===== config.mk =====
export PLATFORM = sky130hd
export DESIGN_NAME = fp_absmax_scan_flat
export DESIGN_NICKNAME = d
export VERILOG_FILES = /design/src/rtl/fp_absmax_scan_if.sv /design/src/rtl/fp_absmax_scan.sv /design/src/flat_wrapper.sv
export SDC_FILE = /design/constraint.sdc
export NUM_CORES = 1
export LEC_CHECK = 0
export ABC_AREA = 1
export BUFFER_PORTS_ARGS = -buffer_cell sky130_fd_sc_hd__buf_2
export CELL_PAD_IN_SITES_DETAIL_PLACEMENT = 1
export CELL_PAD_IN_SITES_GLOBAL_PLACEMENT = 1
export CORE_MARGIN = 2
export CORE_UTILIZATION = 36
export DETAILED_ROUTE_END_ITERATION = 16
export PLACE_DENSITY_LB_ADDON = 0.3
export SYNTH_ARGS = -nofsm -noshare
export SYNTH_HDL_FRONTEND = slang
export SYNTH_SLANG_ARGS = --single-unit

===== constraint.sdc =====
create_clock -name clk -period 1.8 [get_ports clk]
set_input_delay 0.54 -clock clk [delete_from_list [all_inputs] [get_ports clk]]
set_output_delay 0.54 -clock clk [all_outputs]
set_load 0.03 [all_outputs]

===== src/rtl/fp_absmax_scan_if.sv =====
// Handshake/data bundle for the fp_absmax_scan max-magnitude reduction stage.
// The master modport is the producer/consumer side; the slave modport is the scan stage.
interface fp_absmax_scan_if #(
    parameter int CNT_W = 16
);
    logic             start;
    logic [CNT_W-1:0] len;
    logic             in_valid;
    logic             in_ready;
    logic [31:0]      in_data;
    logic             out_valid;
    logic             out_ready;
    logic [31:0]      out_max;
    logic [CNT_W-1:0] out_idx;
    logic             out_nan;
    logic             busy;

    modport master (
        output start, len, in_valid, in_data, out_ready,
        input  in_ready, out_valid, out_max, out_idx, out_nan, busy
    );

    modport slave (
        input  start, len, in_valid, in_data, out_ready,
        output in_ready, out_valid, out_max, out_idx, out_nan, busy
    );
endinterface


===== src/rtl/fp_absmax_scan.sv =====
// Streaming max-magnitude reduction over a block of single-precision |x| samples.
// Define FP_ABSMAX_DENORM_FLUSH_EN to make denormal samples compare as +0.0.
module fp_absmax_scan #(
    parameter int CNT_W = 16
) (
    input  logic             clk,
    input  logic             rst_n,
    fp_absmax_scan_if.slave  bus
);

    typedef enum logic [1:0] {
        IDLE = 2'd0,
        SCAN = 2'd1,
        DONE = 2'd2
    } state_t;

    state_t           state_q, state_d;
    logic [CNT_W-1:0] len_q, len_d;
    logic [CNT_W-1:0] count_q, count_d;
    logic [CNT_W-1:0] idx_q, idx_d;
    logic [31:0]      max_q, max_d;
    logic             nan_q, nan_d;

    logic [31:0]      sample_mag;
    logic [31:0]      sample_cmp;
    logic             sample_nan;
    logic             sample_zero_exp;

    // Sign is masked off, so unsigned order of the remaining bits is magnitude order.
    always_comb begin
        sample_mag      = bus.in_data & 32'h7FFF_FFFF;
        sample_nan      = (sample_mag[30:23] == 8'hFF) && (sample_mag[22:0] != 23'd0);
        sample_zero_exp = (sample_mag[30:23] == 8'h00);
`ifdef FP_ABSMAX_DENORM_FLUSH_EN
        sample_cmp      = sample_zero_exp ? 32'd0 : sample_mag;
`else
        sample_cmp      = sample_mag;
`endif
    end

    always_comb begin
        state_d = state_q;
        len_d   = len_q;
        count_d = count_q;
        idx_d   = idx_q;
        max_d   = max_q;
        nan_d   = nan_q;

        case (state_q)
            IDLE: begin
                if (bus.start) begin
                    len_d   = bus.len;
                    count_d = '0;
                    idx_d   = '0;
                    max_d   = 32'd0;
                    nan_d   = 1'b0;
                    state_d = (bus.len == '0) ? DONE : SCAN;
                end
            end
            SCAN: begin
                // in_ready is high for the whole of SCAN, so in_valid alone is an accept.
                if (bus.in_valid) begin
                    if (sample_nan) begin
                        nan_d = 1'b1;
                    end else if (sample_cmp > max_q) begin
                        max_d = sample_cmp;
                        idx_d = count_q;
                    end
                    count_d = count_q + CNT_W'(1);
                    if (count_q == len_q - CNT_W'(1)) begin
                        state_d = DONE;
                    end
                end
            end
            DONE: begin
                if (bus.out_ready) begin
                    state_d = IDLE;
                end
            end
            default: begin
                state_d = IDLE;
            end
        endcase
    end

    always_ff @(posedge clk or negedge rst_n) begin
        if (!rst_n) begin
            state_q <= IDLE;
            len_q   <= '0;
            count_q <= '0;
            idx_q   <= '0;
            max_q   <= 32'd0;
            nan_q   <= 1'b0;
        end else begin
            state_q <= state_d;
            len_q   <= len_d;
            count_q <= count_d;
            idx_q   <= idx_d;
            max_q   <= max_d;
            nan_q   <= nan_d;
        end
    end

    assign bus.in_ready  = (state_q == SCAN);
    assign bus.out_valid = (state_q == DONE);
    assign bus.busy      = (state_q != IDLE);
    assign bus.out_max   = max_q;
    assign bus.out_idx   = idx_q;
    assign bus.out_nan   = nan_q;

endmodule


===== src/flat_wrapper.sv =====
// flat-port wrapper written by rule: the top's interface ports become plain ports
module fp_absmax_scan_flat 
#(
    parameter int CNT_W = 16
)
  (clk, rst_n, bus_start, bus_len, bus_in_valid, bus_in_data, bus_out_ready, bus_in_ready, bus_out_valid, bus_out_max, bus_out_idx, bus_out_nan, bus_busy);
  fp_absmax_scan_if #(.CNT_W(CNT_W)) bus_i ();
  input  logic clk;
  input  logic rst_n;
  input wire logic [$bits(bus_i.start)-1:0] bus_start;
  input wire logic [$bits(bus_i.len)-1:0] bus_len;
  input wire logic [$bits(bus_i.in_valid)-1:0] bus_in_valid;
  input wire logic [$bits(bus_i.in_data)-1:0] bus_in_data;
  input wire logic [$bits(bus_i.out_ready)-1:0] bus_out_ready;
  output wire logic [$bits(bus_i.in_ready)-1:0] bus_in_ready;
  output wire logic [$bits(bus_i.out_valid)-1:0] bus_out_valid;
  output wire logic [$bits(bus_i.out_max)-1:0] bus_out_max;
  output wire logic [$bits(bus_i.out_idx)-1:0] bus_out_idx;
  output wire logic [$bits(bus_i.out_nan)-1:0] bus_out_nan;
  output wire logic [$bits(bus_i.busy)-1:0] bus_busy;
  assign bus_i.start = bus_start;
  assign bus_i.len = bus_len;
  assign bus_i.in_valid = bus_in_valid;
  assign bus_i.in_data = bus_in_data;
  assign bus_i.out_ready = bus_out_ready;
  assign bus_in_ready = bus_i.in_ready;
  assign bus_out_valid = bus_i.out_valid;
  assign bus_out_max = bus_i.out_max;
  assign bus_out_idx = bus_i.out_idx;
  assign bus_out_nan = bus_i.out_nan;
  assign bus_busy = bus_i.busy;
  fp_absmax_scan #(.CNT_W(CNT_W)) u_core (.clk(clk), .rst_n(rst_n), .bus(bus_i));
endmodule

After elaboration in Yosys (flattened, before gate mapping). Cells that the tools add are included.

Register bits after elaboration: 83. Bits of input ports: 53. Logic and storage cells: 53.

Add/sub/neg operators: 2. $lt $le $gt $ge: 1. Equal/unequal tests: 11. Multiplexer cells: 22. Reductions and logical operators: 11.

Operator list (count): $mux W32 (4); $mux W16 (5); $pmux W16 S2 (2); $pmux W32 S2 (1); $gt A31 B32 Y1 (1); $reduce_bool A23 Y1 (1); $add A16 B1 Y16 const B (1); $eq A16 B16 Y1 (1); $logic_not A16 Y1 (1); $sub A16 B1 Y16 const B (1); $mux W2 (5); $eq A8 B8 Y1 const B (1); $ne A2 B2 Y1 const B (4); $reduce_and A4 Y1 (2); $ne A2 B1 Y1 const B (3); $pmux W2 S3 (1); $reduce_and A5 Y1 (1); $reduce_bool A2 Y1 (2); $mux W1 (3); $reduce_and A3 Y1 (1); $eq A2 B1 Y1 const B (1); $eq A2 B2 Y1 const B (1); $logic_not A2 Y1 (1); $pmux W1 S2 (1); other kinds (2) (2).

Depth between registers and ports, before layout. Gate-level depths: netlist of the first run.

Depth after elaboration: 5. Depth in mapped cells: 14. Mapped depth without buffers: 14.

Worst setup path after synthesis of the first run. Ideal clock, no wire load.

Path type: register to register. Start: register u_core.max_q[15] (netlist: u_core.bus.out_max[15]). End: register u_core.max_q[12] (netlist: u_core.bus.out_max[12]). Setup time: 0.067 ns. Arrival time: 2.129 ns. Required time: 1.733 ns. Path slack: -0.396 ns. Stages on the path, launching flop included: 13. Clock period less this slack: 2.196 ns. Cell sequence: dfrtp_1 -> inv_1 -> ha_1 -> nand2_1 -> nor2_1 -> nand4_1 -> a21oi_1 -> o21ai_0 -> nand2_1 -> clkbuf_1 -> clkbuf_1 -> nand4_1 -> nand2_1.

Longest elaborated chain between the ends: 3.

RTL lines: from (decl) (line fp_absmax_scan.sv:21) `logic [31:0] max_q, max_d;`; from (signal assigned) (line fp_absmax_scan.sv:99) `max_q <= max_d;`; $gt A31 B32 Y1 (line fp_absmax_scan.sv:65) `end else if (sample_cmp > max_q) begin`; $ne A2 B1 Y1 (no source line); $reduce_and A5 Y1 (no source line).

No other way between the ends. A chain may end at the register's enable or synchronous reset.

Worst setup path in the final report of the first run.
Start: register u_core.max_q[11] (netlist: u_core.bus.out_max[11]). End: register u_core.max_q[23] (netlist: u_core.bus.out_max[23]).

Same word-level chain as after synthesis.

==> results.py, run 1 <==
metrics = {
    "worst_setup_path": {
        "crit_required_ps": 2090,
        "crit_chain": "inv_1 > ha_1 > nand2_1 > inv_1 > o21ai_1 > nand2_1 > a21o_1 > o21ai_2 > nand2_2 > nand2_4 > buf_12 > buf_12 > nand3_2 > nand2_2",
        "reg2reg_slack_ps": -490,
        "crit_path_end_kind": "register",
        "cp_slowest_cell": "dfrtp_2",
        "crit_type": "register to register",
        "slowest_delay_ps": 420,
        "arrival_ps": 2570,
        "reg2regPathDepth": 14,
        "path_max_fanout": 8,
        "timing.rr.start": "u_core.bus.out_max[11]",
        "rr_endpoint": "u_core.bus.out_max[23]",
        "cp-start-kind": "register",
    },
    "timing": {
        "setup_viol": 51,
        "setup_slack_ps": -488,
        "finalCritPeriodShare_pct": 127,
        "finalMaxSlewViolations": 0,
        "rsz0062_at_grt": "yes",
        "finClkSkew_ps": 14.4,
        "fin_crit_ps": 2290,
        "fmax_ghz": 0.437,
        "final_hold_viol_count": 0,
    },
    "floorplanning": {
        "start_util_pct": 37.1,
        "die_h_um": 124,
        "rows": 43,
        "dieArea_um2": 15400,
        "ios": 105,
        "design.core.area_um2": 14000,
        "die-width_um": 124,
    },
    "synth": {
        "synth_top_family_by_area": "simple AND/OR/NAND/NOR gates",
        "synth_area_um2": 5190,
        "synth_enable_flop_cells": 0,
        "ys.flop_type": "dfrtp_1",
        "synth_simple_gate_area_share_pct": 34.2,
        "async_reset_ff_share_pct": 100,
        "ys_seq_area_share_pct": 39.5,
        "synthCells": 698,
        "synth_adder_area_share_pct": 7.95,
        "ys_seq_elements": 82,
        "ys.warnings.count": 0,
        "synth_nets": 784,
        "synth_mux_area_share_pct": 0.193,
        "synth.avg_cell_area_um2": 7.44,
        "synthXorXnorAreaFrac_pct": 2.36,
        "yosysUniqueCellTypes": 38,
        "synth_compound_area_share_pct": 6.67,
    },
    "clock_network": {
        "ctsLongestPathBuffers": 2,
        "clk_latency_ps": 360,
        "cts.clk_slew.worst_paths_ps": 70,
        "htreeDepth": 3,
        "cts_tree": "built",
        "hold_buffers": 0,
        "cts-root-buf": "clkbuf_16",
        "numCtsBuffers": 9,
        "cts.sink_count": 82,
    },
    "final_layout": {
        "final_nets": 1005,
        "fillers": 1665,
        "ff_latch_area_um2": 2090,
        "drive_above_1_share_pct": 48.1,
        "multi_input_area_um2": 3390,
        "antennaDiodeCount": 0,
        "synthToLayoutAreaGrowth_pct": 57.4,
    },
    "pwr": {
        "internal_power_mw": 7.12,
        "clkPwrFrac_pct": 13.2,
        "pwr-share-comb_pct": 65.0,
        "irDropWorstVdd_mv": 0.714,
        "power_leakage_nw": 4.05,
        "power_per_cell_area_nw_per_um2": 1690,
        "netSwitchingPower_mw": 6.67,
        "p_total_mw": 13.8,
        "switching_share_pct": 48.4,
        "p_seq_share_pct": 21.8,
    },
    "placement": {
        "portBuffers": 102,
        "place_congestion": 0.895,
        "pre_cts_ws_ps": -634,
        "hpwl_um": 13800,
    },
    "drt": {
        "drtAntennaViolNets": 0,
        "drc": 0,
        "wl_um": 23800,
        "drt_iter0_markers": 466,
        "dr.pass1.iters": 5,
        "avgViaCountPerCell": 5.64,
        "wire_per_inst_um": 21.6,
        "vias": 6232,
    },
    "global_route": {
        "grt_pass1_wl_um": 32700,
        "grt-ovfl-total": 0,
        "grt_pass1_vias": 6375,
        "grt_max_degree": 83,
        "grt.total_usage_pct": 27.8,
        "antenna_found_initial": 0,
    },
    "hold_path": {
        "holdCritPathClass": "input pin to async pin",
    },
    "flow_run": {
        "drv_cap": 0,
    },
    "outcome": {
        "run_status": "complete, but fails checks",
        "violations": "setup timing",
    },
}
## logic make-up after synthesis
family	count (synthesis)
xor+xnor	14
mux	1
other cells	1
fa+ha+maj	33
simple gates	385
flops	82
compound gates	65
buf+inv	117
## routing by layer
layer | vias up | global-route usage (%) | share of wire [%]
li1 | 2749 | - | -
met1 | 3118 | 33.5 | 39
met3 | 88 | 3.34 | 5.2
met4 | 0 | 12.0 | 4.6
met2 | 277 | 49.8 | 51
met5 | - | 0 | 0
## cell type report
cell class	count	share of cell area (%)
tap	180	2.76
clock buffer	12	3.02
inverter	84	3.92
clock inverter	4	0.337
timing repair buffer	243	23.0
sequential	82	25.6
multi-input combinational	499	41.4
## power by group through the flow
stage	Sequential (mW)	Combinational (mW)	Clock, mW
2_1_floorplan	3.57	3.43	0
5_1_grt	3.06	9.52	1.91
3_3_place_gp	2.88	6.33	0
3_5_place_dp	2.93	6.65	0
4_1_cts	2.93	7.75	1.82
6_report	3.01	8.96	1.82
## worst max-delay path: cells and delay by family, from the launching register on
kind | cells | cell delay (ps)
buffers and inverters | 4 | 420
adder cells (fa/ha/maj) | 1 | 240
flip-flops | 1 | 420
AO/OA/AOI/OAI | 3 | 460
AND/OR/NAND/NOR | 6 | 660
## sequential cells by signal (all words and copies together) (netlist names)
name                flops
u_core.bus.out_max     31
u_core.state_q          2
u_core.bus.out_nan      1
u_core.bus.out_idx     16
u_core.count_q         16
u_core.len_q           16
## timing repair
action                                 CTS  global route
cloned                                   3             7
pin swaps                               39            55
resized for setup                       74            70
endpoints found under the hold margin    0             0
setup endpoints to repair               53            57
setup buffers                            9            12
## synthesized netlist by cell type (2+ instances only)
master / n / area [um2]
nor2_2: 5 / 31.3
buf_4: 4 / 30.0
nand3_2: 2 / 20.0
nor3_1: 7 / 35.0
buf_2: 9 / 45.0
nand2_2: 2 / 12.5
buf_1: 4 / 15.0
a21oi_1: 27 / 135
nand4_1: 56 / 350
o21ai_0: 29 / 145
xor2_1: 10 / 87.6
nor2_4: 2 / 22.5
nand3b_1: 3 / 22.5
nor2_1: 53 / 199
clkbuf_1: 16 / 60.1
inv_1: 82 / 308
dfrtp_1: 82 / 2050
ha_1: 33 / 413
xnor2_1: 4 / 35.0
nor4_1: 4 / 25.0
nand3_1: 70 / 350
nand2_1: 176 / 661
o21bai_1: 3 / 22.5
## worst max-delay path by stage
| stage | start | slack, ps | to | depth (start not counted) |
|---|---|---|---|---|
| floorplan | bus_in_data[13] | -130 | u_core.bus.out_max[14] | 12 |
| global placement | bus_in_data[6] | -580 | u_core.bus.out_max[10] | 10 |
| detailed placement | bus_in_data[24] | -630 | u_core.bus.out_max[10] | 13 |
| CTS | u_core.bus.out_max[27] | -280 | u_core.bus.out_max[10] | 13 |
| global route | u_core.bus.out_max[11] | -510 | u_core.bus.out_idx[9] | 14 |
| finish | u_core.bus.out_max[11] | -490 | u_core.bus.out_max[23] | 14 |
## cell usage in the layout (no fill, tap or decap), drive strengths merged
| cell type | Yosys | routed |
|---|---|---|
| dfrtp | 82 | 82 |
| nand4 | 56 | 56 |
| ha | 33 | 33 |
| clkbuf | 16 | 17 |
| mux2i | 1 | 1 |
| xnor2 | 4 | 4 |
| o22ai | 1 | 1 |
| a31oi | 1 | 1 |
| conb | 1 | 1 |
| a221oi | 1 | 1 |
| and2 | 1 | 1 |
| a21o | 1 | 1 |
| xor2 | 10 | 10 |
| buf | 17 | 238 |
| nor3b | 2 | 2 |
| a21oi | 27 | 27 |
| nor2 | 60 | 60 |
| nand3 | 72 | 72 |
| clkinv | 0 | 1 |
| nor3 | 8 | 8 |
| clkinvlp | 0 | 3 |
| o21a | 1 | 1 |
| o21ai | 29 | 29 |
| nand2 | 179 | 179 |
| nor4 | 4 | 4 |
| o211ai | 1 | 1 |
| o21bai | 3 | 3 |
| nand3b | 3 | 3 |
| inv | 84 | 84 |
## per-stage QoR
| step | hold slack [ps] | area, um2 | cells | utilization (%) | setup TNS [ps] |
|---|---|---|---|---|---|
| detailed placement | 490 | 7020 | 1060 | 50.2 | -28080 |
| finish | 210 | 8170 | 1104 | 58.4 | -20600 |
| global route | 242 | 8170 | 1104 | 58.4 | -22980 |
| CTS | 241 | 7700 | 1088 | 55.1 | -11490 |
| floorplan | 244 | 5570 | 698 | - | -4170 |
| global placement | 481 | 7020 | 1060 | 50.2 | -25790 |
No activity file was read; power rests on OpenSTA's default activity.
==> inputs of run 2 (changes only) <==
==> constraint.sdc (replaced) <==
create_clock -name clk -period 1.8 [get_ports clk]
set_input_delay 0.54 -clock clk [delete_from_list [all_inputs] [get_ports clk]]
set_output_delay 0.54 -clock clk [all_outputs]
set_load 0.05 [all_outputs]
==> results.py, run 2 (synthesis gave the netlist of run 1 again) <==
metrics = {
    "final_layout": {
        "final_nets": 1007,
        "final_common_cell": "nand2_1",
        "fin_area_um2": 8230,
        "drive_above_1_share_pct": 48.6,
        "largest_reg_flops": 31,
        "fillers": 1672,
        "synthToLayoutAreaGrowth_pct": 58.6,
        "layout.cells.non_filler": 1107,
        "ff_latch_area_um2": 2090,
        "most-common-layout-cells": "nand2_1 (145), buf_4 (115), buf_2 (97)",
        "multi_input_area_um2": 3410,
    },
    "drt": {
        "avgViaCountPerCell": 5.67,
        "drt_iter0_markers": 314,
        "dr.pass1.iters": 5,
        "drtAntennaViolNets": 0,
        "wire_per_inst_um": 22.5,
        "drc": 0,
        "vias": 6280,
        "wl_um": 24900,
    },
    "timing": {
        "final_hold_viol_count": 0,
        "setup_viol": 56,
        "hold_slack_ps": 215,
        "rsz0062_at_grt": "yes",
        "setup_slack_ps": -502,
        "finalCritPeriodShare_pct": 128,
        "fin_crit_ps": 2300,
        "tns_ps": -21390,
        "finClkSkew_ps": 10.2,
        "finalMaxSlewViolations": 0,
        "fmax_ghz": 0.434,
    },
    "global_route": {
        "grt_use_met1_pct": 34.7,
        "grtUsageMet3_pct": 3.98,
        "grt_pass1_wl_um": 35000,
        "antenna_found_initial": 1,
        "grtUsageMet2_pct": 54.2,
        "grt_max_degree": 83,
        "grt_pass1_vias": 6661,
        "grt_busiest_layer": "met2",
        "grt-ovfl-total": 0,
        "grt.total_usage_pct": 30.2,
    },
    "worst_setup_path": {
        "crit_required_ps": 2050,
        "reg2reg_slack_ps": -500,
        "cp-start-kind": "register",
        "crit_type": "register to register",
        "path_max_fanout": 7,
        "crit_path_end_kind": "register",
        "arrival_ps": 2550,
    },
    "floorplanning": {
        "die_h_um": 124,
        "ios": 105,
        "rows": 43,
        "design.core.area_um2": 14000,
        "dieArea_um2": 15400,
        "die-width_um": 124,
        "start_util_pct": 37.1,
    },
    "placement": {
        "place_inst": 1057,
        "place_congestion": 0.828,
        "placed_area_um2": 6700,
        "hpwl_um": 13800,
        "pre_cts_ws_ps": -687,
        "portBuffers": 102,
    },
    "clock_network": {
        "cts.clk_slew.worst_paths_ps": 70,
        "cts_tree": "built",
        "cts.sink_count": 82,
        "hold_buffers": 0,
        "htreeDepth": 3,
        "clk_latency_ps": 360,
        "cts-root-buf": "clkbuf_16",
        "numCtsBuffers": 9,
        "ctsLongestPathBuffers": 2,
    },
    "pwr": {
        "power_per_cell_area_nw_per_um2": 1770,
        "power_leakage_nw": 4.09,
        "irDropWorstVdd_mv": 0.889,
    },
    "outcome": {
        "run_status": "complete, but fails checks",
        "violations": "setup timing",
    },
    "flow_run": {
        "drv_cap": 0,
    },
    "hold_path": {
        "holdCritPathClass": "input pin to async pin",
    },
}
-- run 2: stage by stage --
step                utilization, %  total power [mW]
CTS                           55.8              13.4
global placement              47.9              9.48
detailed placement            47.9              9.84
finish                        58.9              14.6
global route                  58.9              15.3
floorplan                        -              7.27
-- run 2: critical path, cell delays in order, from the launching register on --
cell,delay [ps]
dfrtp_1,410
ha_1,240
inv_1,110
a21oi_1,100
o21ai_1,170
nand2_1,120
a21oi_2,190
o21ai_2,80
nand2_2,120
nand2_4,80
buf_12,150
buf_12,130
buf_16,140
nand3_2,60
nand2_2,70
-- run 2: path summary, 6_finish.rpt --
kind,to,cells past startpoint,start
setup / recovery,u_core.bus.out_max[23],14,u_core.bus.out_max[0]
hold / removal,u_core.bus.out_max[23],2,rst_n
setup reg to reg,u_core.bus.out_max[23],14,u_core.bus.out_max[0]
hold reg to reg,u_core.bus.out_idx[5],2,u_core.bus.out_idx[5]
max in group asynchronous,u_core.bus.out_max[2],2,rst_n
min in group clk,u_core.len_q[6],3,bus_len[6]
-- run 2: cell type report --
class	instances	share of cell area (%)
diodes	1	0.0304
clock buffers	10	2.90
clock inverters	6	0.608
inverters	84	3.92
multi-input cells	499	41.5
flip-flops and latches	82	25.4
well taps	180	2.74
repair buffers	245	23.0
-- run 2: layer usage --
metal  wire length [um]  part of all wire [%]  vias up
li1                   -                     -     2776
met1               9730                    39     3127
met2              12700                    51      270
met3               1130                   4.5      107
met4               1380                   5.5        0
met5                  0                     0        -
-- run 2: where the power goes --
group          internal (mW)  total, mW  switching [mW]
Combinational           3.80       9.69            5.90
Clock                  0.986       1.87           0.883
Sequential              2.44       3.02           0.579
-- run 2: what timing repair did --
| item | 4_1_cts | 5_1_grt |
|---|---|---|
| setup buffers | 19 | 15 |
| pin swaps | 53 | 48 |
| gates resized for setup | 120 | 94 |
| endpoints found under the setup margin | 56 | 73 |
| gates cloned | 6 | 1 |
